$ cat src/rtl/sm83_pkg.sv
// Shared types and constants for the SM83 bus responder: FSM states,
// local address map, interrupt bit positions and the local address decoder.
package sm83_pkg;

    typedef logic [15:0] addr_t;

    typedef enum logic [1:0] {
        IDLE     = 2'd0,
        LOCAL    = 2'd1,
        EXT_WAIT = 2'd2,
        RESP     = 2'd3
    } resp_state_e;

    typedef enum logic [2:0] {
        IRQ_VBLANK = 3'd0,
        IRQ_STAT   = 3'd1,
        IRQ_TIMER  = 3'd2,
        IRQ_SERIAL = 3'd3,
        IRQ_JOYPAD = 3'd4
    } irq_bit_e;

    typedef enum logic [2:0] {
        RGN_HRAM     = 3'd0,
        RGN_IF       = 3'd1,
        RGN_IE       = 3'd2,
        RGN_UNUSABLE = 3'd3,
        RGN_EXT      = 3'd4
    } region_e;

    localparam int IRQ_W      = 5;
    localparam int HRAM_DEPTH = 127;
    localparam int HRAM_AW    = 7;

    localparam addr_t HRAM_BASE     = 16'hFF80;
    localparam addr_t HRAM_TOP      = 16'hFFFE;
    localparam addr_t IF_ADDR       = 16'hFF0F;
    localparam addr_t IE_ADDR       = 16'hFFFF;
    localparam addr_t UNUSABLE_BASE = 16'hFEA0;
    localparam addr_t UNUSABLE_TOP  = 16'hFEFF;

    // Value returned for writes, unusable reads and abandoned external reads.
    localparam logic [7:0] OPEN_BUS = 8'hFF;

    function automatic region_e decode_addr(input addr_t addr);
        region_e rgn;
        if (addr == IE_ADDR) begin
            rgn = RGN_IE;
        end else if (addr == IF_ADDR) begin
            rgn = RGN_IF;
        end else if (addr >= HRAM_BASE && addr <= HRAM_TOP) begin
            rgn = RGN_HRAM;
        end else if (addr >= UNUSABLE_BASE && addr <= UNUSABLE_TOP) begin
            rgn = RGN_UNUSABLE;
        end else begin
            rgn = RGN_EXT;
        end
        return rgn;
    endfunction

endpackage

$ cat src/rtl/sm83_bus_resp_if.sv
// CPU request/response handshake plus the external access port of the responder.
// slave = the responder, master = the CPU side together with the external memory.
interface sm83_bus_resp_if;
    import sm83_pkg::*;

    logic       cpu_req_valid;
    logic       cpu_req_ready;
    logic       cpu_req_we;
    addr_t      cpu_req_addr;
    logic [7:0] cpu_req_wdata;
    logic       cpu_rsp_valid;
    logic [7:0] cpu_rsp_rdata;

    logic       ext_req;
    logic       ext_we;
    addr_t      ext_addr;
    logic [7:0] ext_wdata;
    logic       ext_ack;
    logic [7:0] ext_rdata;

    modport slave (
        input  cpu_req_valid, cpu_req_we, cpu_req_addr, cpu_req_wdata,
        output cpu_req_ready, cpu_rsp_valid, cpu_rsp_rdata,
        output ext_req, ext_we, ext_addr, ext_wdata,
        input  ext_ack, ext_rdata
    );

    modport master (
        output cpu_req_valid, cpu_req_we, cpu_req_addr, cpu_req_wdata,
        input  cpu_req_ready, cpu_rsp_valid, cpu_rsp_rdata,
        input  ext_req, ext_we, ext_addr, ext_wdata,
        output ext_ack, ext_rdata
    );

endinterface

$ cat src/rtl/sm83_hram.sv
// 127x8 high RAM. Synchronous write; read data is registered so it lines up
// with the LOCAL response cycle. Contents are deliberately not reset.
module sm83_hram
    import sm83_pkg::*;
(
    input  logic               clk,
    input  logic               rst_n,
    input  logic               we_i,
    input  logic               re_i,
    input  logic [HRAM_AW-1:0] addr_i,
    input  logic [7:0]         wdata_i,
    output logic [7:0]         rdata_o
);

    logic [7:0] mem_q [HRAM_DEPTH];
    logic [7:0] rdata_q;

    // Storage array write port.
    always_ff @(posedge clk) begin
        if (we_i) begin
            mem_q[addr_i] <= wdata_i;
        end
    end

    // Registered read port, loaded on the accept edge of a read.
    always_ff @(posedge clk or negedge rst_n) begin
        if (!rst_n) begin
            rdata_q <= 8'h00;
        end else if (re_i) begin
            rdata_q <= mem_q[addr_i];
        end
    end

    assign rdata_o = rdata_q;

endmodule

$ cat src/rtl/sm83_bus_resp.sv
// SM83 bus responder: serves HRAM, IF and IE locally in one cycle, blocks the
// unusable OAM tail, and forwards everything else to the external port with a
// bounded wait.
//
// state    | meaning
// ---------+-------------------------------------------------------------
// IDLE     | ready for a request (cpu_req_ready high)
// LOCAL    | local access response cycle (rsp_valid high)
// EXT_WAIT | ext_req held, waiting for ext_ack or the wait budget to run out
// RESP     | external access response cycle (rsp_valid high)
module sm83_bus_resp
    import sm83_pkg::*;
#(
    parameter int EXT_TIMEOUT = 255
) (
    input  logic             clk,
    input  logic             rst_n,
    sm83_bus_resp_if.slave   bus,
    input  logic [IRQ_W-1:0] irq_in,
    input  logic [IRQ_W-1:0] irq_clr,
    output logic [IRQ_W-1:0] if_o,
    output logic [7:0]       ie_o
);

    localparam int WAIT_W = (EXT_TIMEOUT < 2) ? 1 : $clog2(EXT_TIMEOUT + 1);
    // Down-counter starts at EXT_TIMEOUT-1 so terminal count lands on the
    // EXT_TIMEOUT-th waiting cycle.
    localparam logic [WAIT_W-1:0] WAIT_LOAD = WAIT_W'(EXT_TIMEOUT - 1);
    localparam logic [WAIT_W-1:0] WAIT_ONE  = WAIT_W'(1);
    localparam logic [WAIT_W-1:0] WAIT_ZERO = '0;

    resp_state_e      state_q, state_d;
    logic             ready_q, ready_d;
    logic [WAIT_W-1:0] wait_q, wait_d;
    logic [7:0]       rdata_q, rdata_d;
    logic             hram_rd_q, hram_rd_d;
    logic             ext_req_q, ext_req_d;
    logic             ext_we_q, ext_we_d;
    addr_t            ext_addr_q, ext_addr_d;
    logic [7:0]       ext_wdata_q, ext_wdata_d;
    logic [IRQ_W-1:0] if_q, if_d;
    logic [7:0]       ie_q, ie_d;

    logic             accept;
    region_e          region;
    logic             hram_we;
    logic             hram_re;
    logic [7:0]       hram_rdata;
    logic [7:0]       local_rdata;
    logic             if_wr;
    logic [IRQ_W-1:0] if_wr_mask;
    logic [IRQ_W-1:0] if_wr_bits;

    // ready_q is only ever high in IDLE, so it doubles as the accept qualifier.
    assign accept  = bus.cpu_req_valid & ready_q;
    assign region  = decode_addr(bus.cpu_req_addr);
    assign hram_we = accept &  bus.cpu_req_we & (region == RGN_HRAM);
    assign hram_re = accept & ~bus.cpu_req_we & (region == RGN_HRAM);

    sm83_hram u_hram (
        .clk     (clk),
        .rst_n   (rst_n),
        .we_i    (hram_we),
        .re_i    (hram_re),
        .addr_i  (bus.cpu_req_addr[HRAM_AW-1:0]),
        .wdata_i (bus.cpu_req_wdata),
        .rdata_o (hram_rdata)
    );

    // Read data for non-HRAM local targets, sampled at accept.
    always_comb begin
        local_rdata = OPEN_BUS;
        if (!bus.cpu_req_we) begin
            case (region)
                RGN_IF:  local_rdata = {3'b111, if_q};
                RGN_IE:  local_rdata = ie_q;
                default: local_rdata = OPEN_BUS;
            endcase
        end
    end

    // Interrupt flag / enable update; irq_in wins over clear and CPU write.
    always_comb begin
        if_wr      = accept & bus.cpu_req_we & (region == RGN_IF);
        if_wr_mask = if_wr ? {IRQ_W{1'b1}} : '0;
        if_wr_bits = if_wr ? bus.cpu_req_wdata[IRQ_W-1:0] : '0;
        if_d       = (if_q & ~irq_clr & ~if_wr_mask) | if_wr_bits | irq_in;
        ie_d       = ie_q;
        if (accept && bus.cpu_req_we && region == RGN_IE) begin
            ie_d = bus.cpu_req_wdata;
        end
    end

    // Responder next-state, external port and response data.
    always_comb begin
        state_d     = state_q;
        wait_d      = wait_q;
        rdata_d     = rdata_q;
        hram_rd_d   = hram_rd_q;
        ext_req_d   = ext_req_q;
        ext_we_d    = ext_we_q;
        ext_addr_d  = ext_addr_q;
        ext_wdata_d = ext_wdata_q;

        case (state_q)
            IDLE: begin
                if (accept) begin
                    if (region == RGN_EXT) begin
                        state_d     = EXT_WAIT;
                        wait_d      = WAIT_LOAD;
                        hram_rd_d   = 1'b0;
                        ext_req_d   = 1'b1;
                        ext_we_d    = bus.cpu_req_we;
                        ext_addr_d  = bus.cpu_req_addr;
                        ext_wdata_d = bus.cpu_req_wdata;
                    end else begin
                        state_d   = LOCAL;
                        hram_rd_d = hram_re;
                        rdata_d   = local_rdata;
                    end
                end
            end
            LOCAL: begin
                state_d = IDLE;
            end
            EXT_WAIT: begin
                if (bus.ext_ack) begin
                    state_d   = RESP;
                    wait_d    = WAIT_ZERO;
                    ext_req_d = 1'b0;
                    rdata_d   = ext_we_q ? OPEN_BUS : bus.ext_rdata;
                end else if (wait_q == WAIT_ZERO) begin
                    state_d   = RESP;
                    ext_req_d = 1'b0;
                    rdata_d   = OPEN_BUS;
                end else begin
                    wait_d = wait_q - WAIT_ONE;
                end
            end
            RESP: begin
                state_d = IDLE;
            end
            default: begin
                state_d = IDLE;
            end
        endcase

        ready_d = (state_d == IDLE);
    end

    // State and datapath registers.
    always_ff @(posedge clk or negedge rst_n) begin
        if (!rst_n) begin
            state_q     <= IDLE;
            ready_q     <= 1'b0;
            wait_q      <= WAIT_ZERO;
            rdata_q     <= 8'h00;
            hram_rd_q   <= 1'b0;
            ext_req_q   <= 1'b0;
            ext_we_q    <= 1'b0;
            ext_addr_q  <= 16'h0000;
            ext_wdata_q <= 8'h00;
            if_q        <= '0;
            ie_q        <= 8'h00;
        end else begin
            state_q     <= state_d;
            ready_q     <= ready_d;
            wait_q      <= wait_d;
            rdata_q     <= rdata_d;
            hram_rd_q   <= hram_rd_d;
            ext_req_q   <= ext_req_d;
            ext_we_q    <= ext_we_d;
            ext_addr_q  <= ext_addr_d;
            ext_wdata_q <= ext_wdata_d;
            if_q        <= if_d;
            ie_q        <= ie_d;
        end
    end

    assign bus.cpu_req_ready = ready_q;
    assign bus.cpu_rsp_valid = (state_q == LOCAL) || (state_q == RESP);
    assign bus.cpu_rsp_rdata = ((state_q == LOCAL) && hram_rd_q) ? hram_rdata : rdata_q;
    assign bus.ext_req       = ext_req_q;
    assign bus.ext_we        = ext_we_q;
    assign bus.ext_addr      = ext_addr_q;
    assign bus.ext_wdata     = ext_wdata_q;
    assign if_o              = if_q;
    assign ie_o              = ie_q;

endmodule

$ cat src/flat_wrapper.sv
// flat-port wrapper written by rule: the top's interface ports become plain ports
module sm83_bus_resp_flat import sm83_pkg::*;
#(
    parameter int EXT_TIMEOUT = 255
)
  (clk, rst_n, irq_in, irq_clr, if_o, ie_o, bus_cpu_req_valid, bus_cpu_req_we, bus_cpu_req_addr, bus_cpu_req_wdata, bus_cpu_req_ready, bus_cpu_rsp_valid, bus_cpu_rsp_rdata, bus_ext_req, bus_ext_we, bus_ext_addr, bus_ext_wdata, bus_ext_ack, bus_ext_rdata);
  sm83_bus_resp_if bus_i ();
  input  logic clk;
  input  logic rst_n;
  input  logic [IRQ_W-1:0] irq_in;
  input  logic [IRQ_W-1:0] irq_clr;
  output logic [IRQ_W-1:0] if_o;
  output logic [7:0] ie_o;
  input wire logic [$bits(bus_i.cpu_req_valid)-1:0] bus_cpu_req_valid;
  input wire logic [$bits(bus_i.cpu_req_we)-1:0] bus_cpu_req_we;
  input wire logic [$bits(bus_i.cpu_req_addr)-1:0] bus_cpu_req_addr;
  input wire logic [$bits(bus_i.cpu_req_wdata)-1:0] bus_cpu_req_wdata;
  output wire logic [$bits(bus_i.cpu_req_ready)-1:0] bus_cpu_req_ready;
  output wire logic [$bits(bus_i.cpu_rsp_valid)-1:0] bus_cpu_rsp_valid;
  output wire logic [$bits(bus_i.cpu_rsp_rdata)-1:0] bus_cpu_rsp_rdata;
  output wire logic [$bits(bus_i.ext_req)-1:0] bus_ext_req;
  output wire logic [$bits(bus_i.ext_we)-1:0] bus_ext_we;
  output wire logic [$bits(bus_i.ext_addr)-1:0] bus_ext_addr;
  output wire logic [$bits(bus_i.ext_wdata)-1:0] bus_ext_wdata;
  input wire logic [$bits(bus_i.ext_ack)-1:0] bus_ext_ack;
  input wire logic [$bits(bus_i.ext_rdata)-1:0] bus_ext_rdata;
  assign bus_i.cpu_req_valid = bus_cpu_req_valid;
  assign bus_i.cpu_req_we = bus_cpu_req_we;
  assign bus_i.cpu_req_addr = bus_cpu_req_addr;
  assign bus_i.cpu_req_wdata = bus_cpu_req_wdata;
  assign bus_cpu_req_ready = bus_i.cpu_req_ready;
  assign bus_cpu_rsp_valid = bus_i.cpu_rsp_valid;
  assign bus_cpu_rsp_rdata = bus_i.cpu_rsp_rdata;
  assign bus_ext_req = bus_i.ext_req;
  assign bus_ext_we = bus_i.ext_we;
  assign bus_ext_addr = bus_i.ext_addr;
  assign bus_ext_wdata = bus_i.ext_wdata;
  assign bus_i.ext_ack = bus_ext_ack;
  assign bus_i.ext_rdata = bus_ext_rdata;
  sm83_bus_resp #(.EXT_TIMEOUT(EXT_TIMEOUT)) u_core (.clk(clk), .rst_n(rst_n), .bus(bus_i), .irq_in(irq_in), .irq_clr(irq_clr), .if_o(if_o), .ie_o(ie_o));
endmodule
$ cat config.mk
export PLATFORM = sky130hd
export DESIGN_NAME = sm83_bus_resp_flat
export DESIGN_NICKNAME = d
export VERILOG_FILES = /design/src/rtl/sm83_pkg.sv /design/src/rtl/sm83_bus_resp_if.sv /design/src/rtl/sm83_hram.sv /design/src/rtl/sm83_bus_resp.sv /design/src/flat_wrapper.sv
export SDC_FILE = /design/constraint.sdc
export NUM_CORES = 1
export LEC_CHECK = 0
export CELL_PAD_IN_SITES_DETAIL_PLACEMENT = 0
export CELL_PAD_IN_SITES_GLOBAL_PLACEMENT = 1
export CORE_ASPECT_RATIO = 1.4
export CORE_MARGIN = 3
export CORE_UTILIZATION = 29
export DETAILED_ROUTE_END_ITERATION = 10
export PLACE_DENSITY_LB_ADDON = 0.1
export SETUP_SLACK_MARGIN = 0.15
export SLEW_MARGIN = 10
export SYNTH_ARGS = -nofsm -noshare
export SYNTH_HDL_FRONTEND = slang
export SYNTH_HIERARCHICAL = 1
export SYNTH_SLANG_ARGS = --single-unit
$ cat constraint.sdc
create_clock -name clk -period 4.42 [get_ports clk]
set_clock_uncertainty 0.15 [all_clocks]
set_input_delay 0.884 -clock clk [delete_from_list [all_inputs] [get_ports clk]]
set_output_delay 0.884 -clock clk [all_outputs]
set_load 0.02 [all_outputs]
==> impl_metrics.json <==
{
  "syn_area_um2": 43320,
  "finalHoldViolations": 0,
  "clock_path_buffers": 3,
  "portBuffers": 95,
  "start_util_pct": 29.24,
  "postRouteAntennaNets": 0,
  "fmax_mhz": 267.7,
  "pin_count": 96,
  "ys_ff_latch": 1083,
  "finalSetupViolCount": 0,
  "p_clk_share_pct": 41.2,
  "place_ws_ns": 0.05344,
  "layout_commonest_cell": "edfxtp_1",
  "clk_latency_ns": 0.73,
  "wire_per_inst_um": 32.42,
  "syn2layout_area_growth_pct": 21.10,
  "die_h_um": 463.3,
  "status": "completed",
  "crit_type": "input port to flop",
  "worstMarginPinSlew_ns": 0.9295,
  "final.fill_count": 14050,
  "routed_wl_um": 160400,
  "swShare_pct": 23.81,
  "async_reset_ff_share_pct": 6.187,
  "finalNetCount": 2961,
  "setup_tns_ns": 0,
  "synthesis.nets": 2594,
  "start_kind": "input port",
  "fp-row-count": 167,
  "core_um2": 148100,
  "viasPerCell": 5.243,
  "grt_pass1_wl_um": 223100,
  "seqPwrFrac_pct": 48.5,
  "ir_worst_vdd_mv": 0.3021,
  "cts_root_buf": "clkbuf_16",
  "syn_area_per_cell_um2": 17.02,
  "gp_congestion": 0.8106,
  "clock_sinks": 1083,
  "synth-main-ff-cell": "edfxtp_1",
  "grt_antenna_before_repair": 5,
  "drtIter0Drc": 1953,
  "pwr-share-comb_pct": 10.2,
  "cts_htree_levels": 3,
  "cts_tree": "built",
  "synth-edff-count": 1016,
  "synth_cells": 2545,
  "crit_arrival_ns": 4.13,
  "grt_start_max_net_pins": 82,
  "rsz0062_at_grt": "no",
  "cts.clk_slew.worst_paths_ns": 0.06,
  "p_per_area_nw_per_um2": 453.3,
  "cap_violations": 0,
  "synth_cell_type_count": 80,
  "fp.dieW_um": 332.7,
  "post_cts_resized": 0,
  "hold_ws_ns": 0.05831,
  "power_switching_uw": 5663,
  "p_leak_uw": 0.01730,
  "endpoint_kind": "flop",
  "hp-class": "input port to asynchronous set/reset pin",
  "vias": 25940,
  "required_ns": 4.81,
  "intPower_uw": 18120,
  "ctsHoldBuffers": 0,
  "fin_crit_sh_pct": 84.52,
  "worst-path-max-fanout": 44,
  "seq_area_frac_synth_pct": 74.29,
  "remaining_drc_errors": 0,
  "dr.pass1.iters": 7,
  "postCtsSetupBuffers": 0,
  "dieArea_um2": 154100,
  "drive_gt1_share_pct": 25.04,
  "timing.final.ws_setup_ns": 0.6844,
  "relSlewSlack_pct": 37.97,
  "drv_slew": 0,
  "grt_pass1_vias": 26980,
  "cts_made_buffers": 109,
  "hpwl_um": 107200,
  "period_minus_slack_ns": 3.736,
  "synth_warnings": 6,
  "final_cell_mix": "edfxtp_1 (1016), buf_4 (316), nor2_1 (181)",
  "gr-usage-all-layers_pct": 20.53,
  "grt-ovfl-total": 0,
  "r2r_cells": 7
}
-- final timing paths --
kind	from	end	slack, ns
worst max-delay path	bus_cpu_req_addr[1]	u_core/u_hram/rdata_o[4]	0.68
max in group asynchronous	rst_n	u_core/u_hram/rdata_o[5]	3.25
min in group clk	u_core/bus.ext_addr[14]	u_core/bus.ext_addr[14]	0.36
worst min register to register	u_core/bus.ext_addr[14]	u_core/bus.ext_addr[14]	0.36
worst min-delay path	rst_n	u_core/if_o[0]	0.06
worst max register to register	u_core/u_hram/mem_q[25][4]	u_core/u_hram/rdata_o[4]	1.44
-- synth_stat cells, types with 58 or more instances --
cell type | number | area share [%]
mux2i_1 | 101 | 2.3
clkbuf_1 | 58 | 0.50
dfrtp_1 | 67 | 3.9
nor2_1 | 185 | 1.6
a21oi_1 | 73 | 0.84
edfxtp_1 | 1016 | 70
a22oi_1 | 80 | 1.4
mux4_2 | 64 | 3.3
a221oi_1 | 102 | 2.1
mux2_2 | 128 | 3.3
nand2_1 | 93 | 0.81
o21ai_0 | 66 | 0.76
buf_2 | 61 | 0.70
-- routing by layer --
| metal | global-route usage [%] | routed length (um) |
|---|---|---|
| met1 | 25.56 | 65880 |
| met2 | 36.53 | 82150 |
| met3 | 2.534 | 6525 |
| met4 | 7.356 | 5822 |
| met5 | 0 | 0 |
-- layout make-up --
| cell class | instances | area, um^2 | area share (%) |
|---|---|---|---|
| multi-input cells | 1275 | 10250 | 19.54 |
| inverters | 15 | 58.81 | 0.1121 |
| clock inverters | 70 | 875.8 | 1.669 |
| diodes | 1 | 2.502 | 0.004770 |
| flip-flops and latches | 1083 | 32190 | 61.35 |
| repair buffers | 428 | 3772 | 7.190 |
| clock buffers | 132 | 2887 | 5.502 |
| well taps | 1943 | 2431 | 4.634 |
-- power by group through the flow --
stage | registers, uW | clock network, uW | logic [uW]
after global placement | 11700 | 0 | 2460
after detailed placement | 11800 | 0 | 2480
after CTS | 11500 | 10100 | 2480
after global routing | 11600 | 10500 | 2570
after floorplan | 11900 | 0 | 1020
final | 11500 | 9810 | 2440
-- critical path: stages --
cell and delay, ns:
clkbuf_8 0.42, buf_12 0.31, buf_4 0.29, mux4_2 0.36, mux2i_1 0.27, buf_4 0.18
o21ai_0 0.14, a211o_1 0.33, a211oi_1 0.69, a31oi_1 0.17
-- per-stage QoR --
step / power (uW) / utilization, % / instances / instance area, um^2
2_1_floorplan: 12910 / - / 2545 / 43320
3_3_place_gp: 14210 / 32.87 / 4744 / 48700
3_5_place_dp: 14230 / 32.87 / 4744 / 48700
4_1_cts: 24080 / 35.41 / 4946 / 52460
5_1_grt: 24580 / 35.41 / 4946 / 52460
6_report: 23780 / 35.42 / 4947 / 52470
-- registers in the layout, summed over array words and instances (netlist names) --
signal	count
u_core/bus.ext_wdata	8
u_core/u_hram/mem_q	1016
u_core/bus.ext_addr	16
u_core/if_o	5
u_core/hram_rd_q	1
u_core/bus.ext_req	1
u_core/wait_q	8
u_core/state_q	2
u_core/bus.cpu_req_ready	1
u_core/u_hram/rdata_o	8
u_core/bus.ext_we	1
u_core/rdata_q	8
u_core/ie_o	8
-- cell families (layout without fill, tap and decap cells) --
kind of cell,count (synthesis),after routing,synth area share [%]
AO/OA/AOI/OAI,535,535,9.175
other,0,1,0
AND/OR/NAND/NOR,415,415,4.410
adder cells (fa/ha/maj),2,2,0.05775
flip-flops,1083,1083,74.29
buffers and inverters,187,645,2.186
multiplexers,323,323,9.880
Power figures use the tool's default switching activity.
